## config.mk

```make
export PLATFORM = sky130hd
export DESIGN_NAME = lpddr4_cmd_sched
export DESIGN_NICKNAME = d
export VERILOG_FILES = /design/src/rtl/lpddr4_sched_pkg.sv /design/src/rtl/lpddr4_bank_table.sv /design/src/rtl/lpddr4_cmd_sched.sv
export SDC_FILE = /design/constraint.sdc
export NUM_CORES = 1
export LEC_CHECK = 0
export CAP_MARGIN = 40
export CORE_MARGIN = 5
export CORE_UTILIZATION = 67
export DETAILED_ROUTE_END_ITERATION = 12
export DONT_BUFFER_PORTS = 1
export GPL_TIMING_DRIVEN = 0
export HOLD_SLACK_MARGIN = 0.05
export PLACE_DENSITY = 0.92
export SLEW_MARGIN = 5
export SYNTH_ARGS = -nofsm -noshare
export SYNTH_HDL_FRONTEND = slang
export SYNTH_HIERARCHICAL = 1
export SYNTH_SLANG_ARGS = --single-unit
```

## constraint.sdc

```tcl
create_clock -name ck -period 13.3 [get_ports ck]
set_clock_uncertainty 0.15 [all_clocks]
set_input_delay 3.99 -clock ck [delete_from_list [all_inputs] [get_ports ck]]
set_output_delay 3.99 -clock ck [all_outputs]
set_load 0.1 [all_outputs]
```

## src/rtl/lpddr4_sched_pkg.sv

```systemverilog
// Shared definitions for the LPDDR4 command scheduler: command encodings,
// FSM state encoding and the default timing constants.
package lpddr4_sched_pkg;

  typedef enum logic [2:0] {
    OP_NOP  = 3'd0,
    OP_ACT  = 3'd1,
    OP_RD   = 3'd2,
    OP_WR   = 3'd3,
    OP_PRE  = 3'd4,
    OP_REF  = 3'd5,
    OP_PREA = 3'd6
  } cmd_op_e;

  typedef enum logic [3:0] {
    ST_IDLE     = 4'd0,
    ST_PRE      = 4'd1,
    ST_WAIT_RP  = 4'd2,
    ST_ACT      = 4'd3,
    ST_WAIT_RCD = 4'd4,
    ST_XFER     = 4'd5,
    ST_PREA     = 4'd6,
    ST_WAIT_RPA = 4'd7,
    ST_REF      = 4'd8,
    ST_WAIT_RFC = 4'd9
  } sched_state_e;

  localparam int DEF_T_RCD  = 8;
  localparam int DEF_T_RP   = 8;
  localparam int DEF_T_RFC  = 56;
  localparam int DEF_T_REFI = 3900;

  // Width of the shared wait counter and of the refresh interval counter.
  localparam int CNT_W = 16;

  function automatic cmd_op_e rw_op(input logic write);
    return write ? OP_WR : OP_RD;
  endfunction

endpackage

```

## src/rtl/lpddr4_bank_table.sv

```systemverilog
// Per-bank open flag and open row, with a combinational hit/open lookup
// and registered set (ACT), clear (PRE) and clear-all (PREA/REF) updates.
module lpddr4_bank_table (
  input  logic        ck,
  input  logic        rst,
  input  logic [2:0]  lk_bank,
  input  logic [15:0] lk_row,
  output logic        lk_open,
  output logic        lk_hit,
  output logic        any_open,
  input  logic        set_en,
  input  logic [2:0]  set_bank,
  input  logic [15:0] set_row,
  input  logic        clr_en,
  input  logic [2:0]  clr_bank,
  input  logic        clr_all
);

  logic [7:0]  open_q;
  logic [15:0] row_q [8];

  assign lk_open  = open_q[lk_bank];
  assign lk_hit   = open_q[lk_bank] && (row_q[lk_bank] == lk_row);
  assign any_open = |open_q;

  always_ff @(posedge ck) begin
    if (rst) begin
      open_q <= '0;
      for (int i = 0; i < 8; i++) row_q[i] <= '0;
    end else if (clr_all) begin
      open_q <= '0;
    end else begin
      if (clr_en) open_q[clr_bank] <= 1'b0;
      if (set_en) begin
        open_q[set_bank] <= 1'b1;
        row_q[set_bank]  <= set_row;
      end
    end
  end

endmodule

```

## src/rtl/lpddr4_cmd_sched.sv

```systemverilog
// Two-requester LPDDR4 command scheduler with open-page policy and periodic
// refresh; define LPDDR4_SCHED_CLOSE_PAGE_EN for close-page operation.
module lpddr4_cmd_sched
  import lpddr4_sched_pkg::*;
#(
  parameter int T_RCD  = DEF_T_RCD,
  parameter int T_RP   = DEF_T_RP,
  parameter int T_RFC  = DEF_T_RFC,
  parameter int T_REFI = DEF_T_REFI
) (
  input  logic        ck,
  input  logic        rst,
  input  logic [1:0]  req_valid,
  output logic [1:0]  req_ready,
  input  logic [1:0]  req_write,
  input  logic [5:0]  req_bank,
  input  logic [31:0] req_row,
  output logic        cmd_valid,
  output logic [2:0]  cmd_op,
  output logic [2:0]  cmd_bank,
  output logic [15:0] cmd_row,
  output logic        cmd_id,
  output logic        ref_busy,
  output logic [3:0]  dbg_state
);

  // Handshake: req_ready is combinational from the FSM state and req_valid;
  // requester i transfers on the rising edge where req_valid[i] &&
  // req_ready[i]; at most one ready bit is high in any cycle.

  // Wait states are entered one cycle after their command, hence the -2.
  localparam logic [CNT_W-1:0] RCD_LOAD  = CNT_W'(T_RCD - 2);
  localparam logic [CNT_W-1:0] RP_LOAD   = CNT_W'(T_RP - 2);
  localparam logic [CNT_W-1:0] RFC_LOAD  = CNT_W'(T_RFC - 2);
  localparam logic [CNT_W-1:0] REFI_LOAD = CNT_W'(T_REFI - 1);

  sched_state_e     state;
  cmd_op_e          op_q;
  logic [CNT_W-1:0] wait_cnt;
  logic [CNT_W-1:0] refi_cnt;
  logic             ref_pending;
  logic             last_grant;
  logic             cap_write;
  logic [2:0]       cap_bank;
  logic [15:0]      cap_row;
  logic             cap_id;

  logic             gnt_id;
  logic             take;
  logic [2:0]       sel_bank;
  logic [15:0]      sel_row;
  logic             sel_write;
  logic             lk_open;
  logic             lk_hit;
  logic             any_open;

  always_comb begin
    gnt_id = 1'b0;
    if (&req_valid) gnt_id = ~last_grant;
    else            gnt_id = req_valid[1];
  end

  assign sel_bank  = gnt_id ? req_bank[5:3]  : req_bank[2:0];
  assign sel_row   = gnt_id ? req_row[31:16] : req_row[15:0];
  assign sel_write = req_write[gnt_id];

  assign take      = !rst && (state == ST_IDLE) && !ref_pending && (|req_valid);
  assign req_ready = take ? (gnt_id ? 2'b10 : 2'b01) : 2'b00;

  assign cmd_op    = op_q;
  assign dbg_state = state;

  // The table follows the command bus, so banks change state on issue.
  lpddr4_bank_table u_bank_table (
    .ck       (ck),
    .rst      (rst),
    .lk_bank  (sel_bank),
    .lk_row   (sel_row),
    .lk_open  (lk_open),
    .lk_hit   (lk_hit),
    .any_open (any_open),
    .set_en   (cmd_valid && (op_q == OP_ACT)),
    .set_bank (cmd_bank),
    .set_row  (cmd_row),
    .clr_en   (cmd_valid && (op_q == OP_PRE)),
    .clr_bank (cmd_bank),
    .clr_all  (cmd_valid && ((op_q == OP_PREA) || (op_q == OP_REF)))
  );

  always_ff @(posedge ck) begin
    if (rst) begin
      state       <= ST_IDLE;
      op_q        <= OP_NOP;
      cmd_valid   <= 1'b0;
      cmd_bank    <= '0;
      cmd_row     <= '0;
      cmd_id      <= 1'b0;
      ref_busy    <= 1'b0;
      wait_cnt    <= '0;
      refi_cnt    <= REFI_LOAD;
      ref_pending <= 1'b0;
      last_grant  <= 1'b1;
      cap_write   <= 1'b0;
      cap_bank    <= '0;
      cap_row     <= '0;
      cap_id      <= 1'b0;
    end else begin
      cmd_valid <= 1'b0;
      op_q      <= OP_NOP;

      case (state)
        ST_IDLE: begin
          if (ref_pending) begin
            ref_busy  <= 1'b1;
            cmd_valid <= 1'b1;
            cmd_bank  <= '0;
            cmd_row   <= '0;
            cmd_id    <= 1'b0;
            if (any_open) begin
              op_q  <= OP_PREA;
              state <= ST_PREA;
            end else begin
              op_q        <= OP_REF;
              state       <= ST_REF;
              ref_pending <= 1'b0;
            end
          end else if (|req_valid) begin
            last_grant <= gnt_id;
            cap_write  <= sel_write;
            cap_bank   <= sel_bank;
            cap_row    <= sel_row;
            cap_id     <= gnt_id;
            cmd_valid  <= 1'b1;
            cmd_bank   <= sel_bank;
            cmd_row    <= sel_row;
            cmd_id     <= gnt_id;
            if (lk_hit) begin
              op_q  <= rw_op(sel_write);
              state <= ST_XFER;
            end else if (lk_open) begin
              op_q  <= OP_PRE;
              state <= ST_PRE;
            end else begin
              op_q  <= OP_ACT;
              state <= ST_ACT;
            end
          end
        end
        ST_PRE: begin
          wait_cnt <= RP_LOAD;
          state    <= ST_WAIT_RP;
        end
        ST_WAIT_RP: begin
          if (wait_cnt == '0) begin
`ifdef LPDDR4_SCHED_CLOSE_PAGE_EN
            state <= ST_IDLE;
`else
            cmd_valid <= 1'b1;
            op_q      <= OP_ACT;
            cmd_bank  <= cap_bank;
            cmd_row   <= cap_row;
            cmd_id    <= cap_id;
            state     <= ST_ACT;
`endif
          end else begin
            wait_cnt <= wait_cnt - 1'b1;
          end
        end
        ST_ACT: begin
          wait_cnt <= RCD_LOAD;
          state    <= ST_WAIT_RCD;
        end
        ST_WAIT_RCD: begin
          if (wait_cnt == '0) begin
            cmd_valid <= 1'b1;
            op_q      <= rw_op(cap_write);
            cmd_bank  <= cap_bank;
            cmd_row   <= cap_row;
            cmd_id    <= cap_id;
            state     <= ST_XFER;
          end else begin
            wait_cnt <= wait_cnt - 1'b1;
          end
        end
        ST_XFER: begin
`ifdef LPDDR4_SCHED_CLOSE_PAGE_EN
          // Close the page right behind every transfer.
          cmd_valid <= 1'b1;
          op_q      <= OP_PRE;
          cmd_bank  <= cap_bank;
          cmd_row   <= cap_row;
          cmd_id    <= cap_id;
          state     <= ST_PRE;
`else
          state <= ST_IDLE;
`endif
        end
        ST_PREA: begin
          wait_cnt <= RP_LOAD;
          state    <= ST_WAIT_RPA;
        end
        ST_WAIT_RPA: begin
          if (wait_cnt == '0) begin
            cmd_valid   <= 1'b1;
            op_q        <= OP_REF;
            cmd_bank    <= '0;
            cmd_row     <= '0;
            cmd_id      <= 1'b0;
            ref_pending <= 1'b0;
            state       <= ST_REF;
          end else begin
            wait_cnt <= wait_cnt - 1'b1;
          end
        end
        ST_REF: begin
          wait_cnt <= RFC_LOAD;
          state    <= ST_WAIT_RFC;
        end
        ST_WAIT_RFC: begin
          if (wait_cnt == '0) begin
            ref_busy <= 1'b0;
            state    <= ST_IDLE;
          end else begin
            wait_cnt <= wait_cnt - 1'b1;
          end
        end
        default: state <= ST_IDLE;
      endcase

      // Placed after the FSM so a fresh expiry wins over a same-edge clear.
      if (refi_cnt == '0) begin
        refi_cnt    <= REFI_LOAD;
        ref_pending <= 1'b1;
      end else begin
        refi_cnt <= refi_cnt - 1'b1;
      end
    end
  end

endmodule
```

==> flow_summary.toml <==
[clock_tree]
cts.sink_count = 220
clk_latency_ps = 530
cts_made_buffers = 23
cts_root_buf = "clkbuf_16"
clk_transition_reported_paths_ps = 50
hold_buffers = 0
clock_path_buffers = 3
cts_tree = "done"
htreeDepth = 1
ctsResizeCount = 0
postCtsSetupRepairBufs = 0

[placed_design]
port_buffers = 0
pre_cts_slack_ps = 3520
routabilityCongestion = 0.962
dp.cells = 1153
dp_hpwl_mm = 19.3

[setup_path]
criticalPathCategory = "in2out"
cpPeakStageDelay_ps = 510
critical_path_arrival_ps = 5670
path_buf_inv = 4
worstPathRequired_ps = 9160
timing.rr.end = "cmd_op[0]$_SDFF_PP0_"
crit_top_cell = "clkbuf_1"
timing.rr.start = "last_grant$_SDFFE_PP1P_"
cp_max_fo = 10
reg2regPathDepth = 16
cp.depth = 5
endpoint_kind = "primary output"
path_cells = "clkbuf_1 -> clkbuf_1 -> buf_1 -> nor2_2 -> buf_16"
r2r_slack_ps = 7860
cp-endpoint = "req_ready[1]"
start_kind = "input port"
slowest_stage = "buf_1"
critPathTopFamily = "buffers and inverters"
startpoint = "rst"

[layout]
stdcell_count = 1195
fillers = 865
area_growth_syn_to_layout_pct = 15.6
final_cell_mix = "128 x and2_1, 128 x edfxtp_1, 92 x dfxtp_1, 57 x nor2_1, 47 x mux2i_1"
drive_above_1_share_pct = 14.4
diodes = 0
fin_nets = 1009

[grt]
grt_pass1_vias = 8315
grt_pass1_wl_mm = 46.4
grt_overflow = 0
track_usage_pct = 32.9
grt_antenna_before_repair = 0
grt_max_degree = 17

[routing]
dr.pass1.iters = 7
vias_per_cell = 7.02
ant_nets = 0
vias = 8385
drt-total-wl_mm = 30.1
wire_per_inst_microns = 25.2
drtIter0Drc = 1301
drc = 0

[timing]
fin_crit_ps = 9810
timing.fmax_mhz = 102
fin_ws_ps = 3490
slew_violations = 0
worst_pin_slew_ps = 968
post-route-period-util_pct = 73.8
finalHoldViolCount = 0
rsz0062_at_grt = "no"
finalSetupViolations = 0
max_slew_margin_pct = 35.2
tns_ps = 0

[floorplanning]
die_x_microns = 136
start_util_pct = 67.7
rows = 46
die_area_sq_um = 18500
pin_count = 75
core_area_sq_um = 15700
die_h_microns = 136

[synthesis]
synth-edff-count = 128
synthArstFlopShare_pct = 0
syn-num-nets = 951
syn_inst = 904
yosysTopAreaCell = "edfxtp_1"
ys_ff_latch = 220
ys_top_cells_by_area = "edfxtp_1 36%, dfxtp_1 17%, and2_1 7.5%"
yosys.area.top_type_share_pct = 36.1
syn_area_per_cell_sq_um = 11.8
ys_types = 71
seq_area_frac_synth_pct = 53.4
synth_flop_cell = "edfxtp_1"
yosysWarnings = 6
syn-cell-area_sq_um = 10600

[pwr]
p_per_area_nw_per_um2 = 213
ir_drop_mv = 0.217
p_leak_nw = 4.61

[run]
maxCapViolCount = 0

[min_path]
hold_class = "reg2reg"

[run_status]
outcome = "finished clean"
[state kept, by name, summed over array words and instances, names as in the netlist]
signal / count
u_bank_table/row_q: 128
cap_row: 16
cmd_row: 16
refi_cnt: 16
wait_cnt: 16
u_bank_table/open_q: 8
dbg_state: 4
cap_bank: 3
cmd_bank: 3
cmd_op: 3
cap_id: 1
cap_write: 1
cmd_id: 1
cmd_valid: 1
last_grant: 1
ref_busy: 1
ref_pending: 1
[report_power, final]
| part | total (mW) | switching [mW] | leakage, nW | internal, mW |
|---|---|---|---|---|
| combinational | 1.06 | 0.698 | 2.17 | 0.364 |
| sequential | 0.932 | 0.122 | 2.08 | 0.809 |
| clock | 0.624 | 0.270 | 0.358 | 0.354 |
| total | 2.62 | 1.09 | 4.61 | 1.53 |
[stage by stage]
step	area (sq um)	power, mW	util, %	hold slack [ps]
4_1_cts	12300	2.57	78.3	271
6_report	12300	2.62	78.3	268
5_1_grt	12300	2.69	78.3	297
3_3_place_gp	10900	1.77	69.4	242
3_5_place_dp	11600	1.93	73.7	252
2_1_floorplan	10600	1.61	-	229
[worst min path at each step]
stage,cells after the start,slack [ps],from,end
floorplan,1,230,refi_cnt[0]$_SDFF_PP1_,refi_cnt[0]$_SDFF_PP1_
global placement,1,240,refi_cnt[0]$_SDFF_PP1_,refi_cnt[0]$_SDFF_PP1_
detailed placement,1,250,refi_cnt[0]$_SDFF_PP1_,refi_cnt[0]$_SDFF_PP1_
CTS,1,270,refi_cnt[0]$_SDFF_PP1_,refi_cnt[0]$_SDFF_PP1_
global route,1,300,refi_cnt[0]$_SDFF_PP1_,refi_cnt[0]$_SDFF_PP1_
finish,1,270,refi_cnt[0]$_SDFF_PP1_,refi_cnt[0]$_SDFF_PP1_
[logic make-up after synthesis]
logic type	synth area share (%)
mux	11.6
xor+xnor	2.22
simple gates	16.7
flops	53.4
buf+inv	3.55
compound gates	12.2
fa+ha+maj	0.353
[routing by layer]
| layer | wire length, microns | GRT usage (%) | up-vias |
|---|---|---|---|
| li1 | - | - | 3511 |
| met1 | 10400 | 42.0 | 3943 |
| met2 | 13900 | 52.5 | 734 |
| met3 | 4070 | 9.25 | 197 |
| met4 | 1740 | 15.5 | 0 |
| met5 | 0 | 0 | - |
[layout make-up]
cell class                      instances  area (sq um)  share of cell area [%]
Multi-Input combinational cell        598          4580                    37.3
Buffer                                 58           273                    2.22
Sequential cell                       220          5690                    46.2
Clock buffer                           34           678                    5.51
Tap cell                              216           270                    2.20
Timing Repair Buffer                   33           657                    5.34
Inverter                               28           105                   0.855
Clock inverter                          8          48.8                   0.397
[cell usage after synthesis (2+ instances only)]
cell / n
a2bb2oi_1: 20
mux4_2: 24
nand4_1: 6
nand3_1: 11
clkbuf_1: 39
a2111o_1: 6
o22ai_1: 4
a21o_1: 2
and3_1: 2
o2111ai_1: 5
or4_4: 2
ha_1: 3
nand3b_1: 4
buf_4: 2
mux4_1: 8
nor2b_1: 6
o21ai_0: 5
a31o_2: 8
a311oi_1: 23
or2_2: 8
buf_2: 13
o21ai_2: 2
inv_1: 28
mux2i_1: 47
and2_1: 128
xor2_1: 14
nand2_1: 42
edfxtp_1: 128
nand2b_1: 4
nor4_1: 8
dfxtp_1: 92
or3_1: 11
nor3_1: 11
o221a_2: 2
o31ai_1: 3
a211oi_1: 27
a2111oi_0: 5
buf_6: 2
a21oi_1: 40
or4_1: 7
nor3b_1: 2
nor2_1: 58
o21ai_1: 2
xnor2_1: 13
[worst register-to-register path, cell delays in order, from the launching register on]
cell and delay (ps):
dfxtp_1 310, a21boi_1 530, buf_2 540, mux2i_1 500, inv_1 110, buf_6 160, buf_2 240, buf_4 260
nand3b_1 180, nand4_1 190, xor2_1 250, nand4_1 230, nor4_2 740, nor2b_1 140, a2111oi_0 440, nor2_1 70
o31ai_1 270
Power figures use the tool's default switching activity.
